<file path="src/rtl/cache_pkg.sv">
`default_nettype none
// ============================================================================
// cache_pkg: shared state encoding, field widths and byte-lane helper. Rev 1.0
// ============================================================================
package cache_pkg;

   typedef enum logic [1:0] {
      IDLE   = 2'd0,
      REFILL = 2'd1,
      WRITE  = 2'd2,
      DONE   = 2'd3
   } state_t;

   localparam int DATA_W         = 32;
   localparam int BYTE_OFF_W     = 2;
   localparam int DEF_ADDR_WIDTH = 32;
   localparam int DEF_NUM_LINES  = 16;
   localparam int DEF_WORDS      = 4;
   localparam int OFFSET_W       = $clog2(DEF_WORDS);
   localparam int INDEX_W        = $clog2(DEF_NUM_LINES);
   localparam int TAG_W          = DEF_ADDR_WIDTH - INDEX_W - OFFSET_W - BYTE_OFF_W;

   // Store byte enables: a single lane for sb, otherwise the whole word.
   function automatic logic [3:0] byte_lane_en(input logic [1:0] i_off, input logic i_sb);
      return i_sb ? (4'b0001 << i_off) : 4'hF;
   endfunction

endpackage
`default_nettype wire

</file>
<file path="src/rtl/data_cache_if.sv">
`default_nettype none
// ============================================================================
// data_cache_if: request/acknowledge bus to the backing data memory. Rev 1.0
// ============================================================================
interface data_cache_if #(
   parameter int ADDR_WIDTH = 32
);
   logic                  mem_req;
   logic                  mem_we;
   logic [ADDR_WIDTH-1:0] mem_addr;
   logic [31:0]           mem_wdata;
   logic [3:0]            mem_be;
   logic [31:0]           mem_rdata;
   logic                  mem_ack;

   modport master (
      output mem_req, mem_we, mem_addr, mem_wdata, mem_be,
      input  mem_rdata, mem_ack
   );

   modport slave (
      input  mem_req, mem_we, mem_addr, mem_wdata, mem_be,
      output mem_rdata, mem_ack
   );
endinterface
`default_nettype wire

</file>
<file path="src/rtl/cache_array.sv">
`default_nettype none
// ============================================================================
// cache_array: valid/tag/data storage, one async read port, one masked write. Rev 1.0
// ============================================================================
module cache_array #(
   parameter int NUM_LINES      = 16,
   parameter int WORDS_PER_LINE = 4,
   parameter int TAG_BITS       = 24,
   parameter int IDX_BITS       = $clog2(NUM_LINES),
   parameter int CNT_W          = (WORDS_PER_LINE > 1) ? $clog2(WORDS_PER_LINE) : 1
) (
   input  wire logic                clock,
   input  wire logic                reset,
   input  wire logic [IDX_BITS-1:0] i_idx,
   input  wire logic [CNT_W-1:0]    i_rword,
   output logic                     o_valid,
   output logic [TAG_BITS-1:0]      o_tag,
   output logic [31:0]              o_rdata,
   input  wire logic                i_we,
   input  wire logic [CNT_W-1:0]    i_wword,
   input  wire logic [3:0]          i_wbe,
   input  wire logic [31:0]         i_wdata,
   input  wire logic                i_fill,
   input  wire logic [TAG_BITS-1:0] i_fill_tag
);
   logic [NUM_LINES-1:0] r_valid;
   logic [TAG_BITS-1:0]  r_tag  [NUM_LINES];
   logic [31:0]          r_data [NUM_LINES][WORDS_PER_LINE];

   assign o_valid = r_valid[i_idx];
   assign o_tag   = r_tag[i_idx];
   assign o_rdata = r_data[i_idx][i_rword];

   always_ff @(posedge clock or negedge reset) begin
      if (!reset) begin
         r_valid <= '0;
      end else if (i_fill) begin
         r_valid[i_idx] <= 1'b1;
      end
   end

   // Tag and data carry no reset; the valid bits alone gate their use.
   always_ff @(posedge clock) begin
      if (i_fill) begin
         r_tag[i_idx] <= i_fill_tag;
      end
      if (i_we) begin
         for (int b = 0; b < 4; b++) begin
            if (i_wbe[b]) begin
               r_data[i_idx][i_wword][8*b +: 8] <= i_wdata[8*b +: 8];
            end
         end
      end
   end
endmodule
`default_nettype wire

</file>
<file path="src/rtl/data_cache.sv">
`default_nettype none
// ============================================================================
// data_cache: direct-mapped write-through no-write-allocate data cache. Rev 1.0
// ============================================================================
module data_cache
   import cache_pkg::*;
#(
   parameter int ADDR_WIDTH     = 32,
   parameter int NUM_LINES      = 16,
   parameter int WORDS_PER_LINE = 4
) (
   input  wire logic                  clock,
   input  wire logic                  reset,
   input  wire logic [ADDR_WIDTH-1:0] dataAddress,
   input  wire logic [31:0]           writeData,
   input  wire logic                  memRead,
   input  wire logic                  memWrite,
   input  wire logic                  sb,
   output logic [31:0]                data,
   output logic                       stall,
   data_cache_if.master               mem
);
   localparam int WOFF_BITS  = $clog2(WORDS_PER_LINE);
   localparam int IDX_BITS   = $clog2(NUM_LINES);
   localparam int TAG_BITS   = ADDR_WIDTH - IDX_BITS - WOFF_BITS - 2;
   localparam int CNT_W      = (WOFF_BITS > 0) ? WOFF_BITS : 1;
   localparam int LINE_BYTES = WORDS_PER_LINE * 4;

   state_t                r_state;
   logic [CNT_W-1:0]      r_beat;
   logic                  r_req;
   logic                  r_we;
   logic [3:0]            r_be;
   logic [ADDR_WIDTH-1:0] r_addr;
   logic [31:0]           r_wdata;

   logic [IDX_BITS-1:0]   w_idx;
   logic [TAG_BITS-1:0]   w_tag;
   logic [CNT_W-1:0]      w_word;
   logic [CNT_W-1:0]      w_next_beat;
   logic [ADDR_WIDTH-1:0] w_line_base;
   logic                  w_valid;
   logic [TAG_BITS-1:0]   w_tag_rd;
   logic [31:0]           w_rdata;
   logic                  w_hit;
   logic                  w_last;
   logic                  w_store_hit;
   logic                  w_refill_ack;
   logic                  w_arr_we;
   logic [CNT_W-1:0]      w_arr_word;
   logic [3:0]            w_arr_be;
   logic [31:0]           w_store_data;
   logic [31:0]           w_arr_wdata;
   logic                  w_fill;
   logic                  w_stall_fsm;

   assign w_idx = dataAddress[2 + WOFF_BITS +: IDX_BITS];
   assign w_tag = dataAddress[ADDR_WIDTH-1 -: TAG_BITS];

   generate
      if (WOFF_BITS > 0) begin : g_word_off
         assign w_word = dataAddress[2 +: CNT_W];
      end else begin : g_single_word
         assign w_word = '0;
      end
   endgenerate

   assign w_next_beat  = r_beat + 1'b1;
   assign w_line_base  = dataAddress & ~ADDR_WIDTH'(LINE_BYTES - 1);
   assign w_hit        = w_valid && (w_tag_rd == w_tag);
   assign w_last       = (r_beat == CNT_W'(WORDS_PER_LINE - 1));
   assign w_store_data = sb ? {4{writeData[7:0]}} : writeData;

   // A load+store collision is a store, so memWrite takes priority everywhere.
   assign w_store_hit  = (r_state == IDLE) && memWrite && w_hit;
   assign w_refill_ack = (r_state == REFILL) && mem.mem_ack;
   assign w_arr_we     = w_store_hit || w_refill_ack;
   assign w_arr_word   = w_refill_ack ? r_beat : w_word;
   assign w_arr_be     = w_refill_ack ? 4'hF : byte_lane_en(dataAddress[1:0], sb);
   assign w_arr_wdata  = w_refill_ack ? mem.mem_rdata : w_store_data;
   assign w_fill       = w_refill_ack && w_last;

   cache_array #(
      .NUM_LINES      (NUM_LINES),
      .WORDS_PER_LINE (WORDS_PER_LINE),
      .TAG_BITS       (TAG_BITS),
      .IDX_BITS       (IDX_BITS),
      .CNT_W          (CNT_W)
   ) u_array (
      .clock      (clock),
      .reset      (reset),
      .i_idx      (w_idx),
      .i_rword    (w_word),
      .o_valid    (w_valid),
      .o_tag      (w_tag_rd),
      .o_rdata    (w_rdata),
      .i_we       (w_arr_we),
      .i_wword    (w_arr_word),
      .i_wbe      (w_arr_be),
      .i_wdata    (w_arr_wdata),
      .i_fill     (w_fill),
      .i_fill_tag (w_tag)
   );

   assign w_stall_fsm = ((r_state == IDLE) && (memWrite || (memRead && !w_hit)))
                     || (r_state == REFILL) || (r_state == WRITE);
   assign stall = reset && w_stall_fsm;
   assign data  = memRead ? w_rdata : 32'h0;

   assign mem.mem_req   = r_req;
   assign mem.mem_we    = r_we;
   assign mem.mem_be    = r_be;
   assign mem.mem_addr  = r_addr;
   assign mem.mem_wdata = r_wdata;

   // Bus outputs are loaded on the transition edge so the beat is presented
   // in the first cycle of REFILL/WRITE, and vanish asynchronously on reset.
   always_ff @(posedge clock or negedge reset) begin
      if (!reset) begin
         r_state <= IDLE;
         r_beat  <= '0;
         r_req   <= 1'b0;
         r_we    <= 1'b0;
         r_be    <= 4'h0;
         r_addr  <= '0;
         r_wdata <= 32'h0;
      end else begin
         case (r_state)
            IDLE: begin
               if (memWrite) begin
                  r_state <= WRITE;
                  r_req   <= 1'b1;
                  r_we    <= 1'b1;
                  r_addr  <= {dataAddress[ADDR_WIDTH-1:2], 2'b00};
                  r_wdata <= w_store_data;
                  r_be    <= byte_lane_en(dataAddress[1:0], sb);
               end else if (memRead && !w_hit) begin
                  r_state <= REFILL;
                  r_req   <= 1'b1;
                  r_we    <= 1'b0;
                  r_be    <= 4'hF;
                  r_addr  <= w_line_base;
                  r_beat  <= '0;
               end
            end
            REFILL: begin
               if (mem.mem_ack) begin
                  if (w_last) begin
                     r_state <= IDLE;
                     r_req   <= 1'b0;
                     r_be    <= 4'h0;
                     r_beat  <= '0;
                  end else begin
                     r_beat <= w_next_beat;
                     r_addr <= w_line_base | (ADDR_WIDTH'(w_next_beat) << 2);
                  end
               end
            end
            WRITE: begin
               if (mem.mem_ack) begin
                  r_state <= DONE;
                  r_req   <= 1'b0;
                  r_we    <= 1'b0;
                  r_be    <= 4'h0;
               end
            end
            default: begin
               r_state <= IDLE;
            end
         endcase
      end
   end
endmodule
`default_nettype wire

</file>
<file path="src/flat_wrapper.sv">
// flat-port wrapper written by rule: the top's interface ports become plain ports
module data_cache_flat import cache_pkg::*;
#(
   parameter int ADDR_WIDTH     = 32,
   parameter int NUM_LINES      = 16,
   parameter int WORDS_PER_LINE = 4
)
  (clock, reset, dataAddress, writeData, memRead, memWrite, sb, data, stall, mem_mem_req, mem_mem_we, mem_mem_addr, mem_mem_wdata, mem_mem_be, mem_mem_rdata, mem_mem_ack);
  data_cache_if #(.ADDR_WIDTH(ADDR_WIDTH)) mem_i ();
  input  wire logic clock;
  input  wire logic reset;
  input  wire logic [ADDR_WIDTH-1:0] dataAddress;
  input  wire logic [31:0] writeData;
  input  wire logic memRead;
  input  wire logic memWrite;
  input  wire logic sb;
  output logic [31:0] data;
  output logic stall;
  output wire logic [$bits(mem_i.mem_req)-1:0] mem_mem_req;
  output wire logic [$bits(mem_i.mem_we)-1:0] mem_mem_we;
  output wire logic [$bits(mem_i.mem_addr)-1:0] mem_mem_addr;
  output wire logic [$bits(mem_i.mem_wdata)-1:0] mem_mem_wdata;
  output wire logic [$bits(mem_i.mem_be)-1:0] mem_mem_be;
  input wire logic [$bits(mem_i.mem_rdata)-1:0] mem_mem_rdata;
  input wire logic [$bits(mem_i.mem_ack)-1:0] mem_mem_ack;
  assign mem_mem_req = mem_i.mem_req;
  assign mem_mem_we = mem_i.mem_we;
  assign mem_mem_addr = mem_i.mem_addr;
  assign mem_mem_wdata = mem_i.mem_wdata;
  assign mem_mem_be = mem_i.mem_be;
  assign mem_i.mem_rdata = mem_mem_rdata;
  assign mem_i.mem_ack = mem_mem_ack;
  data_cache #(.ADDR_WIDTH(ADDR_WIDTH), .NUM_LINES(NUM_LINES), .WORDS_PER_LINE(WORDS_PER_LINE)) u_core (.clock(clock), .reset(reset), .dataAddress(dataAddress), .writeData(writeData), .memRead(memRead), .memWrite(memWrite), .sb(sb), .data(data), .stall(stall), .mem(mem_i));
endmodule
</file>
<file path="config.mk">
export PLATFORM = sky130hd
export DESIGN_NAME = data_cache_flat
export DESIGN_NICKNAME = d
export VERILOG_FILES = /design/src/rtl/cache_pkg.sv /design/src/rtl/data_cache_if.sv /design/src/rtl/cache_array.sv /design/src/rtl/data_cache.sv /design/src/flat_wrapper.sv
export SDC_FILE = /design/constraint.sdc
export NUM_CORES = 2
export LEC_CHECK = 0
export ABC_AREA = 1
export CAP_MARGIN = 20
export CORE_UTILIZATION = 56
export DETAILED_ROUTE_END_ITERATION = 16
export PLACE_DENSITY = 0.76
export SLEW_MARGIN = 20
export SYNTH_ARGS = -nofsm -noshare
export SYNTH_HDL_FRONTEND = slang
export SYNTH_SLANG_ARGS = --single-unit
</file>
<file path="constraint.sdc">
create_clock -name clock -period 5.22 [get_ports clock]
set_clock_uncertainty 0.05 [all_clocks]
set_input_delay 1.044 -clock clock [delete_from_list [all_inputs] [get_ports clock]]
set_output_delay 1.044 -clock clock [all_outputs]
set_load 0.1 [all_outputs]
</file>
==> impl_metrics.tcl <==
set metrics [dict create \
    status "finished with violations" \
    violations "setup timing" \
    mostFrequentLayoutCells "2432 x edfxtp_1, 1221 x nand2_1, 960 x a22oi_1, 470 x a21oi_1, 363 x buf_4" \
    peakVddDrop_mv 0.6093 \
    worst-setup-path-type "in -> out" \
    hold_violations 0 \
    ctsLongestPathBuffers 3 \
    setup_violations 2 \
    final_util_pct 65.82 \
    avgViaCountPerCell 6.495 \
    synth_warnings 0 \
    htreeDepth 4 \
    async_flop_share_pct 3.492 \
    grt_first_pass_wirelength_mm 393.0 \
    synth_area_leaders "edfxtp_1 75%, a22oi_1 7.5%, nand2_1 4.8%" \
    fp.dieW_um 417.8 \
    netlist_instances 6614 \
    place_area_um2 105000 \
    slew_viol_final 0 \
    post-route-period-util_pct 102.0 \
    max_cap_viol_count 0 \
    core-area_um2 171700 \
    die_y_um 417.8 \
    numCtsBuffers 231 \
    critPathMaxFanout 34 \
    grt_max_degree 92 \
    period_minus_slack_ns 5.323 \
    clock.fmax_mhz 187.9 \
    ant_nets 0 \
    synth_cell_types 43 \
    cts_root_buf "clkbuf_16" \
    drt_iter0_drc 9100 \
    start_util_pct 56.37 \
    rows 152 \
    drc_errors 0 \
    powerDensity_nw_per_um2 432.8 \
    finalNonFillerCells 9563 \
    leakage_nw 37.63 \
    drive_above_1_share_pct 15.66 \
    setup_ws_ns -0.1034 \
    nets 7154 \
    startpoint_type "primary input" \
    seq_area_frac_synth_pct 77.71 \
    hold_class "in -> async" \
    final_common_cell "edfxtp_1" \
    timing.hold.ws_ns 0.06856 \
    post_cts_buffers 0 \
    synth-edff-count 2432 \
    wl_mm 269.2 \
    worst_slew_pin_slew_ns 1.213 \
    cts.clk_slew.worst_paths_ns 0.06 \
    cts_hold_buffers 0 \
    die_area_um2 174600 \
    worst_setup_path_end_kind "primary output" \
    synth_top_area_cell "edfxtp_1" \
    syn_to_final_growth_pct 16.76 \
    grt_usage_pct 30.60 \
    cts_tree "done" \
    slew_headroom_pct 18.79 \
    final_area_um2 113000 \
    numPortBuffers 202 \
    first_pass_iters 7 \
    netlist_area_um2 96820 \
    syn-mean-instance-area_um2 14.64 \
    gp_congestion 0.9010 \
    placed_cells 9123 \
    synth-main-ff-cell "edfxtp_1" \
    antenna_found_initial 3 \
    crit_required_ns 4.13 \
    wl_per_cell_um 28.15 \
    num_io_pins 205 \
    rsz0062_at_grt "yes" \
    cts_sinks 2520 \
    gr-total-overflow 0 \
    place_hpwl_mm 160.4 \
    via_count 62110 \
    yosys.area.top_type_share_pct 75.43 \
    arrival_ns 4.23 \
    ys_ff_latch 2520 \
    clock_latency_ns 0.89 \
    grt_pass1_vias 60570 \
]
==> layout make-up <==
cell class	instances	area [µm²]
timing repair buffer	631	6416
antenna	6	15.01
sequential	2520	75230
clock inverter	137	1759
clock buffer	296	6218
fill	11040	58690
multi-input combinational	3580	20170
tap	2310	2890
inverter	83	336.6
==> per-layer routing <==
layer | vias up | track usage, % | routed length, µm
li1 | 26180 | - | -
met1 | 30560 | 41.47 | 96680
met2 | 4610 | 47.20 | 124600
met3 | 767 | 6.585 | 33540
met4 | 0 | 15.39 | 14340
met5 | - | 0 | 0
==> what timing repair did <==
item | CTS | global route
pin swaps | 0 | 1
gates resized for setup | 3 | 5
setup endpoints to repair | 2 | 6
==> Yosys cell counts, types with 6 or more instances <==
| library cell | count |
|---|---|
| nor2_1 | 224 |
| inv_2 | 8 |
| buf_1 | 82 |
| nor4_1 | 63 |
| a21oi_1 | 498 |
| nand3_1 | 57 |
| buf_4 | 9 |
| dfrtp_1 | 88 |
| or2_2 | 10 |
| nor3_1 | 33 |
| or4_1 | 13 |
| o21ai_0 | 97 |
| a221oi_1 | 10 |
| inv_1 | 72 |
| clkbuf_1 | 239 |
| o41ai_1 | 21 |
| edfxtp_1 | 2432 |
| buf_6 | 19 |
| a22oi_1 | 961 |
| buf_2 | 83 |
| nand2_1 | 1240 |
| a22o_1 | 6 |
| nor2_2 | 164 |
| nand2_4 | 16 |
| o21ai_1 | 14 |
| nand4_1 | 8 |
| a31oi_1 | 104 |
==> final timing paths <==
| path | from | end | slack (ns) | depth (start not counted) |
|---|---|---|---|---|
| worst max-delay path | dataAddress[4] | data[29] | -0.10 | 13 |
| worst max register to register | u_core.u_array.r_tag[11][5] | u_core.u_array.r_data[2][117] | 1.48 | 18 |
| min in group clock | u_core.u_array.r_valid[9] | u_core.u_array.r_valid[9] | 0.41 | 2 |
| max in group asynchronous | reset | u_core.mem.mem_wdata[30] | 3.86 | 2 |
| worst min register to register | u_core.u_array.r_valid[9] | u_core.u_array.r_valid[9] | 0.41 | 2 |
| worst min-delay path | reset | u_core.mem.mem_addr[2] | 0.07 | 1 |
==> registers in the layout, summed over array words and instances (netlist names) <==
signal                  flops
u_core.u_array.r_data    2048
u_core.u_array.r_valid     16
u_core.mem.mem_we           1
u_core.mem.mem_wdata       32
u_core.mem.mem_req          1
u_core.mem.mem_addr        30
u_core.mem.mem_be           4
u_core.r_state              2
u_core.r_beat               2
u_core.u_array.r_tag      384
==> report_power, final <==
part	switching [mW]	total, mW	internal (mW)
registers	0.193	23.7	23.5
logic	5.86	7.48	1.62
clock network	7.38	17.7	10.3
==> critical path, stage by stage <==
cell	delay, ns
buf_4	0.20
nor2_4	0.39
buf_12	0.28
buf_12	0.24
buf_4	0.19
a22oi_1	0.12
a21oi_1	0.20
nor3_1	0.08
a21oi_1	0.38
o41ai_1	0.21
buf_4	0.18
a21oi_2	0.37
buf_12	0.23
==> metrics by stage <==
step | power, mW | worst slack [ns] | TNS, ns
after floorplan | 28.67 | -0.2073 | -106.11
after global placement | 31.38 | -0.1174 | -0.1703
after detailed placement | 31.51 | -0.08767 | -0.1932
after CTS | 48.85 | 0.02042 | 0
after global routing | 50.00 | -0.07048 | -0.07048
final | 48.93 | -0.1034 | -0.1232
==> logic make-up after synthesis <==
| family | count (synthesis) | share of synthesized area, % |
|---|---|---|
| adder cells (fa/ha/maj) | 5 | 0.06462 |
| AND/OR/NAND/NOR | 1833 | 8.059 |
| AO/OA/AOI/OAI | 1740 | 11.88 |
| other | 1 | 0.003873 |
| buffers and inverters | 515 | 2.286 |
| flip-flops | 2520 | 77.71 |
Power figures use the tool's default switching activity.
